==> src/rtl/ethernet_tx_frame_arbiter.sv <==
// rtl/ethernet_tx_frame_arbiter.sv - round-robin frame arbiter feeding the shared Ethernet TX path
module ethernet_tx_frame_arbiter #(
  parameter int NUM_REQ         = 4,
  parameter int IFG_CYCLES      = 12,
  parameter int MAX_FRAME_BYTES = 1500
) (
  input  logic                 clk,
  input  logic                 rst,
  input  logic [NUM_REQ-1:0]   req_valid,
  input  logic [8*NUM_REQ-1:0] req_data,
  input  logic [NUM_REQ-1:0]   req_last,
  output logic [NUM_REQ-1:0]   req_ready,
  output logic                 m_valid,
  output logic [7:0]           m_data,
  output logic                 m_last,
  input  logic                 m_ready,
  output logic [NUM_REQ-1:0]   grant,
  output logic                 busy,
  output logic                 frame_trunc
);

  localparam int PTR_W = $clog2(NUM_REQ);
  localparam int IFG_W = (IFG_CYCLES > 1) ? $clog2(IFG_CYCLES) : 1;

  localparam logic [1:0] ST_IDLE = 2'd0;
  localparam logic [1:0] ST_XFER = 2'd1;
  localparam logic [1:0] ST_DROP = 2'd2;
  localparam logic [1:0] ST_IFG  = 2'd3;

  localparam logic [13:0]      CNT_LAST = 14'(MAX_FRAME_BYTES - 1);
  localparam logic [IFG_W-1:0] IFG_END  = IFG_W'(IFG_CYCLES - 1);
  localparam logic [PTR_W-1:0] PTR_MAX  = PTR_W'(NUM_REQ - 1);

  logic [1:0]         state;
  logic [PTR_W-1:0]   ptr;
  logic [PTR_W-1:0]   owner;
  logic [NUM_REQ-1:0] grant_r;
  logic [13:0]        byte_cnt;
  logic [IFG_W-1:0]   ifg_cnt;

  logic               own_valid;
  logic               own_last;
  logic [7:0]         own_data;
  logic               trunc_now;
  logic               beat_acc;
  logic [PTR_W-1:0]   next_ptr;

  logic               pick_found;
  logic [PTR_W-1:0]   pick_idx;
  logic [NUM_REQ-1:0] pick_onehot;
  logic [PTR_W-1:0]   cand;

  assign own_valid = req_valid[owner];
  assign own_last  = req_last[owner];
  assign own_data  = req_data[{owner, 3'b000} +: 8];
  // The last permitted byte closes the frame itself unless the source already marked it last.
  assign trunc_now = (byte_cnt == CNT_LAST) & ~own_last;
  assign beat_acc  = (state == ST_XFER) & own_valid & m_ready;
  assign next_ptr  = (owner == PTR_MAX) ? '0 : owner + 1'b1;

  assign grant = grant_r;
  assign busy  = (state != ST_IDLE);

  // Rotating priority search starting at the round-robin pointer.
  always_comb begin
    pick_found  = 1'b0;
    pick_idx    = '0;
    cand        = '0;
    for (int k = 0; k < NUM_REQ; k++) begin
      cand = PTR_W'((int'(ptr) + k) % NUM_REQ);
      if (!pick_found && req_valid[cand]) begin
        pick_found = 1'b1;
        pick_idx   = cand;
      end
    end
    pick_onehot = {{(NUM_REQ-1){1'b0}}, 1'b1} << pick_idx;
  end

  // Owner pass-through while transferring; swallow the tail while dropping.
  always_comb begin
    req_ready = '0;
    m_valid   = 1'b0;
    m_data    = '0;
    m_last    = 1'b0;
    if (state == ST_XFER) begin
      m_valid          = own_valid;
      m_data           = own_data;
      m_last           = own_last | trunc_now;
      req_ready[owner] = m_ready;
    end else if (state == ST_DROP) begin
      req_ready[owner] = 1'b1;
    end
  end

  // Frame sequencing: arbitrate, forward, optionally drop the tail, then hold off for the gap.
  always_ff @(posedge clk) begin
    if (!rst) begin
      state       <= ST_IDLE;
      ptr         <= '0;
      owner       <= '0;
      grant_r     <= '0;
      byte_cnt    <= '0;
      ifg_cnt     <= '0;
      frame_trunc <= 1'b0;
    end else begin
      frame_trunc <= 1'b0;
      case (state)
        ST_IDLE: begin
          if (pick_found) begin
            owner    <= pick_idx;
            grant_r  <= pick_onehot;
            byte_cnt <= '0;
            state    <= ST_XFER;
          end
        end
        ST_XFER: begin
          if (beat_acc) begin
            if (own_last) begin
              state    <= ST_IFG;
              ptr      <= next_ptr;
              grant_r  <= '0;
              byte_cnt <= '0;
              ifg_cnt  <= '0;
            end else if (trunc_now) begin
              state       <= ST_DROP;
              ptr         <= next_ptr;
              byte_cnt    <= '0;
              frame_trunc <= 1'b1;
            end else begin
              byte_cnt <= byte_cnt + 14'd1;
            end
          end
        end
        ST_DROP: begin
          if (own_valid & own_last) begin
            state   <= ST_IFG;
            grant_r <= '0;
            ifg_cnt <= '0;
          end
        end
        ST_IFG: begin
          if (ifg_cnt == IFG_END) begin
            state <= ST_IDLE;
          end else begin
            ifg_cnt <= ifg_cnt + 1'b1;
          end
        end
        default: state <= ST_IDLE;
      endcase
    end
  end

endmodule
==> config.mk <==
export PLATFORM = sky130hd
export DESIGN_NAME = ethernet_tx_frame_arbiter
export DESIGN_NICKNAME = d
export VERILOG_FILES = /design/src/rtl/ethernet_tx_frame_arbiter.sv
export SDC_FILE = /design/constraint.sdc
export NUM_CORES = 1
export LEC_CHECK = 0
export CAP_MARGIN = 10
export CORE_ASPECT_RATIO = 1.4
export CORE_UTILIZATION = 45
export DETAILED_ROUTE_END_ITERATION = 8
export DONT_BUFFER_PORTS = 1
export SYNTH_ARGS = -nofsm -noshare
export SYNTH_HDL_FRONTEND = slang
export SYNTH_SLANG_ARGS = --single-unit
==> constraint.sdc <==
create_clock -name clk -period 2.3 [get_ports clk]
set_input_delay 0.345 -clock clk [delete_from_list [all_inputs] [get_ports clk]]
set_output_delay 0.345 -clock clk [all_outputs]
set_load 0.005 [all_outputs]
==> results of run 1 <==
## path summary, 6_finish.rpt
| path | cells past startpoint | slack [ns] | start | to |
|---|---|---|---|---|
| worst max-delay path | 6 | 0.12 | byte_cnt[5] | state[0] |
| worst min-delay path | 1 | 0.20 | rst | state[0] |
| worst max register to register | 6 | 0.12 | byte_cnt[5] | state[0] |
| worst min register to register | 2 | 0.47 | grant[0] | grant[0] |
## power breakdown
part	switching [mW]	internal, mW
registers	0.0482	0.546
clock network	0.199	0.270
logic	0.597	0.445
## metrics by stage
step           total power, mW  worst slack (ns)
5_1_grt                   2.28           0.00744
3_5_place_dp              1.65             0.130
6_report                  2.10             0.117
3_3_place_gp              1.65             0.194
4_1_cts                   2.13             0.106
2_1_floorplan             1.37            0.0628
## registers in the layout (all words and copies together), names as in the netlist
register     flops
byte_cnt        14
grant            4
ifg_cnt          4
owner            2
ptr              2
state            2
frame_trunc      1
## kinds of logic after synthesis
group	share of synthesized area
flip-flops	0.275
multiplexers	0.135
buffers and inverters	0.0427
AND/OR/NAND/NOR	0.296
adder cells (fa/ha/maj)	0.0652
AO/OA/AOI/OAI	0.174
XOR/XNOR	0.0124
## what timing repair did
item                       in CTS  in global routing
setup buffers                   1                  1
gates cloned                    0                  0
pin swaps                       1                  1
setup endpoints to repair       1                  1
## cells in the mapped netlist (3+ instances only)
library cell	count	area [µm²]
dfxtp_1	29	581
nand2_1	28	105
a21oi_1	18	90.1
nor2_1	13	48.8
ha_1	11	138
inv_1	11	41.3
nand2b_1	11	68.8
and2_1	10	62.6
mux4_2	10	225
or3_1	9	56.3
clkbuf_1	7	26.3
nand3_1	7	35.0
o211ai_1	7	52.6
mux2i_1	6	60.1
nand4_1	6	37.5
nor3_1	6	30.0
o21ai_0	5	25.0
o22ai_1	5	31.3
nor2b_1	4	25.0
o31ai_1	4	30.0
a2111oi_0	3	26.3
nand3b_1	3	22.5
or4_1	3	22.5
xor2_1	3	26.3
## per-layer routing
layer  part of all wire  vias to the layer above  global-route usage
met5                  0                        -                   0
met4              0.018                        0              0.0846
met3              0.049                        8              0.0389
met2               0.52                       55               0.392
met1               0.42                      865               0.255
li1                   -                      947                   -
## worst reg2reg max path, delay by kind of cell (launching register included)
kind / cells / cell delay [ns]
and+or+nand+nor: 4 / 1.30
AOI/OAI and AO/OA: 1 / 0.25
DFF: 1 / 0.34
buffers and inverters: 1 / 0.19
## area by class of cell
cell class / instances / area (µm²) / area share
timing repair buffer: 17 / 128 / 0.0539
clock buffer: 7 / 96.3 / 0.0407
multi-input combinational: 196 / 1440 / 0.608
sequential: 29 / 581 / 0.245
tap: 62 / 77.6 / 0.0327
clock inverter: 1 / 5.00 / 0.00211
inverter: 11 / 41.3 / 0.0174
==> run metrics, run 1 <==
Post-synth EDFFs=0; Detail Placement HPWL=3950 µm; Setup crit start kind=flop; Fin. Hold Viols=0; all-layer global routing usage=0.222; Worst Path Required=2.47 ns; main flop type after synthesis=dfxtp_1; number of DRC markers in iteration 0=109; CTS Buffer Depth=2; number of fill cells=~430; clk sink count=29; RSZ-0062 raised after global routing=false; largest net degree at the start of global routing=22; Yosys reg bits=29; Fin Setup TNS=0 ns; Layout Cells excl Fill=323; # rows=29; Power Dens Cells=888 mW/mm²; sequential-to-total area share from yosys stat=0.275; Resized cells post-CTS=0; antenna violations before repair=0; max_slew headroom=0.561; Post-DRT Antenna Nets=0; DP Cell Count=313; Arrival @ worst endpoint=between 2 and 2.5 ns; IO Port Bufs=0; layout cells sized above 1=0.165; Syn Nets=302; Critical Path, Cell by Cell=or4b_4, nor4_4, buf_4, nor2_4, or3_1, o221a_1; DR pass1 iterations=4; Area Growth Syn to Fin=12.2%; Netlist cell types=45; CP max stage delay=0.54 ns; htree depth=2; crit-path max FO=5; Tmin final=2.18 ns; Ys Warns=0; worst-case clock skew=0.00766 ns; Leak=around 0.85 nW; initial core utilization=0.466; Clock transition at path regs=approximately 0.06 ns; # DRC=0; Max stage delay cell, worst path=or4b_4; placed inst area=0.00225 mm²; most common cell after layout, fill and taps aside=dfxtp_1; status=finished, final reports clean; Max Fclk=458 MHz; nets@finish=about 310; die area=0.00498 mm²; gpl congestion=0.783; class of the worst hold path=in -> reg; GRT overflow=0; Tcrit/Tclk final=0.949; Crit. End Element=flop; CORE AREA=0.00454 mm²; WL per Instance=approximately 16 µm; Core Util, Final=0.522; maximum vdd drop=0.381 mV; Via density=5.80; worst hold slack=between 0.2 and 0.25 ns; first-pass GRT wire length=8460 µm; vias in the first global route=about 1900; Synth Area per Inst=8.52 µm²; most frequent cells in the layout=dfxtp_1 (29), nand2_1 (28), a21oi_1 (18), buf_4 (17), nor2_1 (13); vias=1875; Die Span X=59.9 µm; Slew @ Worst Pin=0.658 ns; clock latency on the worst-skew pair=0.29 ns; root buffer cell=clkbuf_8; Setup violations, final=0; cts hold-fix bufs=0; Ports=63; routed wire length=5090 µm; Largest delay share family, worst path=simple AND/OR/NAND/NOR gates; Num CTS Buffers=5; synthesized area=~0.0021 mm²; Max Slew Vio Count=0; Syn Inst Count=around 250; Die Y=83.1 µm; design area=approximately 0.0024 mm²; max_cap viols=0; asr flop ratio synth=0; WS Path Type=reg -> reg; WP buf/inv=1; TritonCTS clock tree=done; n_diodes=0
No activity file was read; power rests on OpenSTA's default activity.
==> inputs of run 2 (changes only) <==
Settings changed: SETUP_SLACK_MARGIN set to 0.2, SLEW_MARGIN set to 20.
==> run 2 against run 1 <==
Hold slack got worse by 0.0070 ns. Worst setup slack improved by 0.047 ns. Count of clock-buffer cells in the layout increased by 1. Via count increased by 1.7%. Sequential share of layout area about the same. Highest routed layer unchanged. Register-to-register slack improved by 0.09 ns. Final cell count unchanged. Flip-flop and latch count unchanged. Global-route usage decreased by 0.81 points.
==> run metrics, run 2 (synthesis results as in run 1) <==
crit path to=m_last; n_diodes=0 (unchanged); crit-path max FO=5 (unchanged); Post-Place Worst Slack=0.173 ns (+0.0429 ns); antenna violations before repair=0 (unchanged); status=finished, final reports clean; vias=1907 (+1.7%); number of fill cells=435 (+0.93%); Arrival @ worst endpoint=1.79 ns (-0.57 ns); Die Span X=59.9 µm (unchanged); Area Growth Syn to Fin=14.7%; Fin Setup TNS=0 ns (unchanged); Via density=5.90 (+1.7%); WL per Instance=15.8 µm (+0.26%); Detail Placement HPWL=3860 µm (-2.3%); worst-case clock skew=0.00332 ns (-0.00435 ns); Tcrit/Tclk final=0.929 (-0.0206); Max Slew Vio Count=0 (unchanged); WS Path Type=reg -> out; max_slew headroom=0.536 (-0.0241); DR pass1 iterations=4 (unchanged); CP max stage delay=0.55 ns (about the same); Worst path depth=5 (-1); Power Dens Cells=870 mW/mm² (-2.0%); first-pass GRT wire length=8180 µm (-3.3%); GRT overflow=0 (unchanged); htree depth=2 (unchanged); vias in the first global route=1762 (-6.1%); nets@finish=314 (unchanged); Reg2Reg Launch Point=byte_cnt[5]; layout cells sized above 1=0.215 (+0.0498); Tmin final=2.14 ns (-0.0475 ns); clk sink count=29 (unchanged); max FFs per register=14 (unchanged); Worst Path Required=1.96 ns (-0.51 ns); Final Power=2.11 mW (+0.14%); most common cell after layout, fill and taps aside=nand2_1; number of DRC markers in iteration 0=49 (-55%); WP buf/inv=1 (unchanged); Largest Register=byte_cnt; Slew @ Worst Pin=0.695 ns (+0.0361 ns); Critical Path, Cell by Cell=or4b_4, nor4_4, buf_4, nor2_4, nor2_4; Clock transition at path regs=0.06 ns (about the same); Max Fclk=468 MHz (+2.2%); max_cap viols=0 (unchanged); Num CTS Buffers=5 (unchanged); Top cell by count, worst path=nor2_4; Setup crit start kind=flop; CORE AREA=0.00454 mm² (unchanged); gpl congestion=0.795 (+1.5%); Setup violations, final=0 (unchanged); root buffer cell=clkbuf_8; # rows=29 (unchanged); RSZ-0062 raised after global routing=true; Max stage delay cell, worst path=or4b_4; Leak=0.861 nW (+0.95%); Ports=63 (unchanged); maximum vdd drop=0.313 mV (-18%); Worst R2R Setup Slack=0.21 ns (+0.09 ns); clock latency on the worst-skew pair=0.28 ns (about the same); Critical Path Source=byte_cnt[5]; TritonCTS clock tree=done; Die Y=83.1 µm (unchanged); reg2reg path depth=6 (unchanged); CTS Buffer Depth=2 (unchanged); largest net degree at the start of global routing=22 (unchanged); routed wire length=5100 µm (+0.26%); Largest delay share family, worst path=simple AND/OR/NAND/NOR gates; final setup margin=0.164 ns (+0.0475 ns); RR Endpoint=state[0]; Fin. Hold Viols=0 (unchanged); all-layer global routing usage=0.214 (-0.00812); Core Util, Final=0.534 (+0.0116); Crit. End Element=output pin; Post-DRT Antenna Nets=0 (unchanged); class of the worst hold path=in -> reg; most frequent cells in the layout=nand2_1 (28), dfxtp_1 (23), a21oi_1 (17), buf_4 (17); # DRC=0 (unchanged); initial core utilization=0.466 (unchanged); IO Port Bufs=0 (unchanged); die area=0.00498 mm² (unchanged)
## run 2: worst reg2reg max path, stage by stage, from the launching register on
cell and delay [ns]:
dfxtp_2 0.34, or4b_4 0.55, nor4_4 0.30, buf_4 0.18, nor2_4 0.06, or3_4 0.33, o221a_1 0.24
## run 2: routing by layer
layer  track usage  vias to the layer above  part of all wire
li1              -                      954                 -
met1         0.248                      887              0.41
met2         0.370                       59              0.52
met3        0.0389                        7             0.052
met4        0.0909                        0             0.019
met5             0                        -                 0
## run 2: worst min path at each step
stage / start / end / slack, ns / depth (start not counted)
final: rst / state[0] / 0.20 / 1
after global routing: rst / state[0] / 0.19 / 1
after CTS: rst / state[0] / 0.19 / 1
after detailed placement: grant[2] / grant[2] / 0.47 / 2
after global placement: grant[0] / grant[0] / 0.46 / 2
after floorplan: grant[0] / grant[0] / 0.45 / 2
## run 2: metrics by stage
step           hold slack, ns  std cells  cell area [µm²]
2_1_floorplan           0.448        248             2140
3_3_place_gp            0.459        309             2230
3_5_place_dp            0.471        309             2230
4_1_cts                 0.191        318             2320
5_1_grt                 0.192        323             2420
6_report                0.197        323             2420
## run 2: final cells by class
type | instances | area, µm² | area share
multi-input cells | 196 | 1500 | 0.620
flip-flops and latches | 29 | 593 | 0.245
repair buffers | 17 | 128 | 0.0527
clock buffers | 8 | 80.1 | 0.0331
well taps | 62 | 77.6 | 0.0320
inverters | 11 | 41.3 | 0.0170
## run 2: repair_timing
action | 4_1_cts | 5_1_grt
setup buffers | 1 | 5
endpoints found under the setup margin | 2 | 16
hold buffers | 0 | 0
pin swaps | 1 | 6
resized for setup | 0 | 19
## run 2: report_power, final
| part | internal, mW | switching [mW] | total, mW | leakage (nW) |
|---|---|---|---|---|
| clock | 0.215 | 0.191 | 0.406 | 0.0395 |
| combinational | 0.476 | 0.619 | 1.10 | 0.584 |
| sequential | 0.551 | 0.0558 | 0.607 | 0.238 |
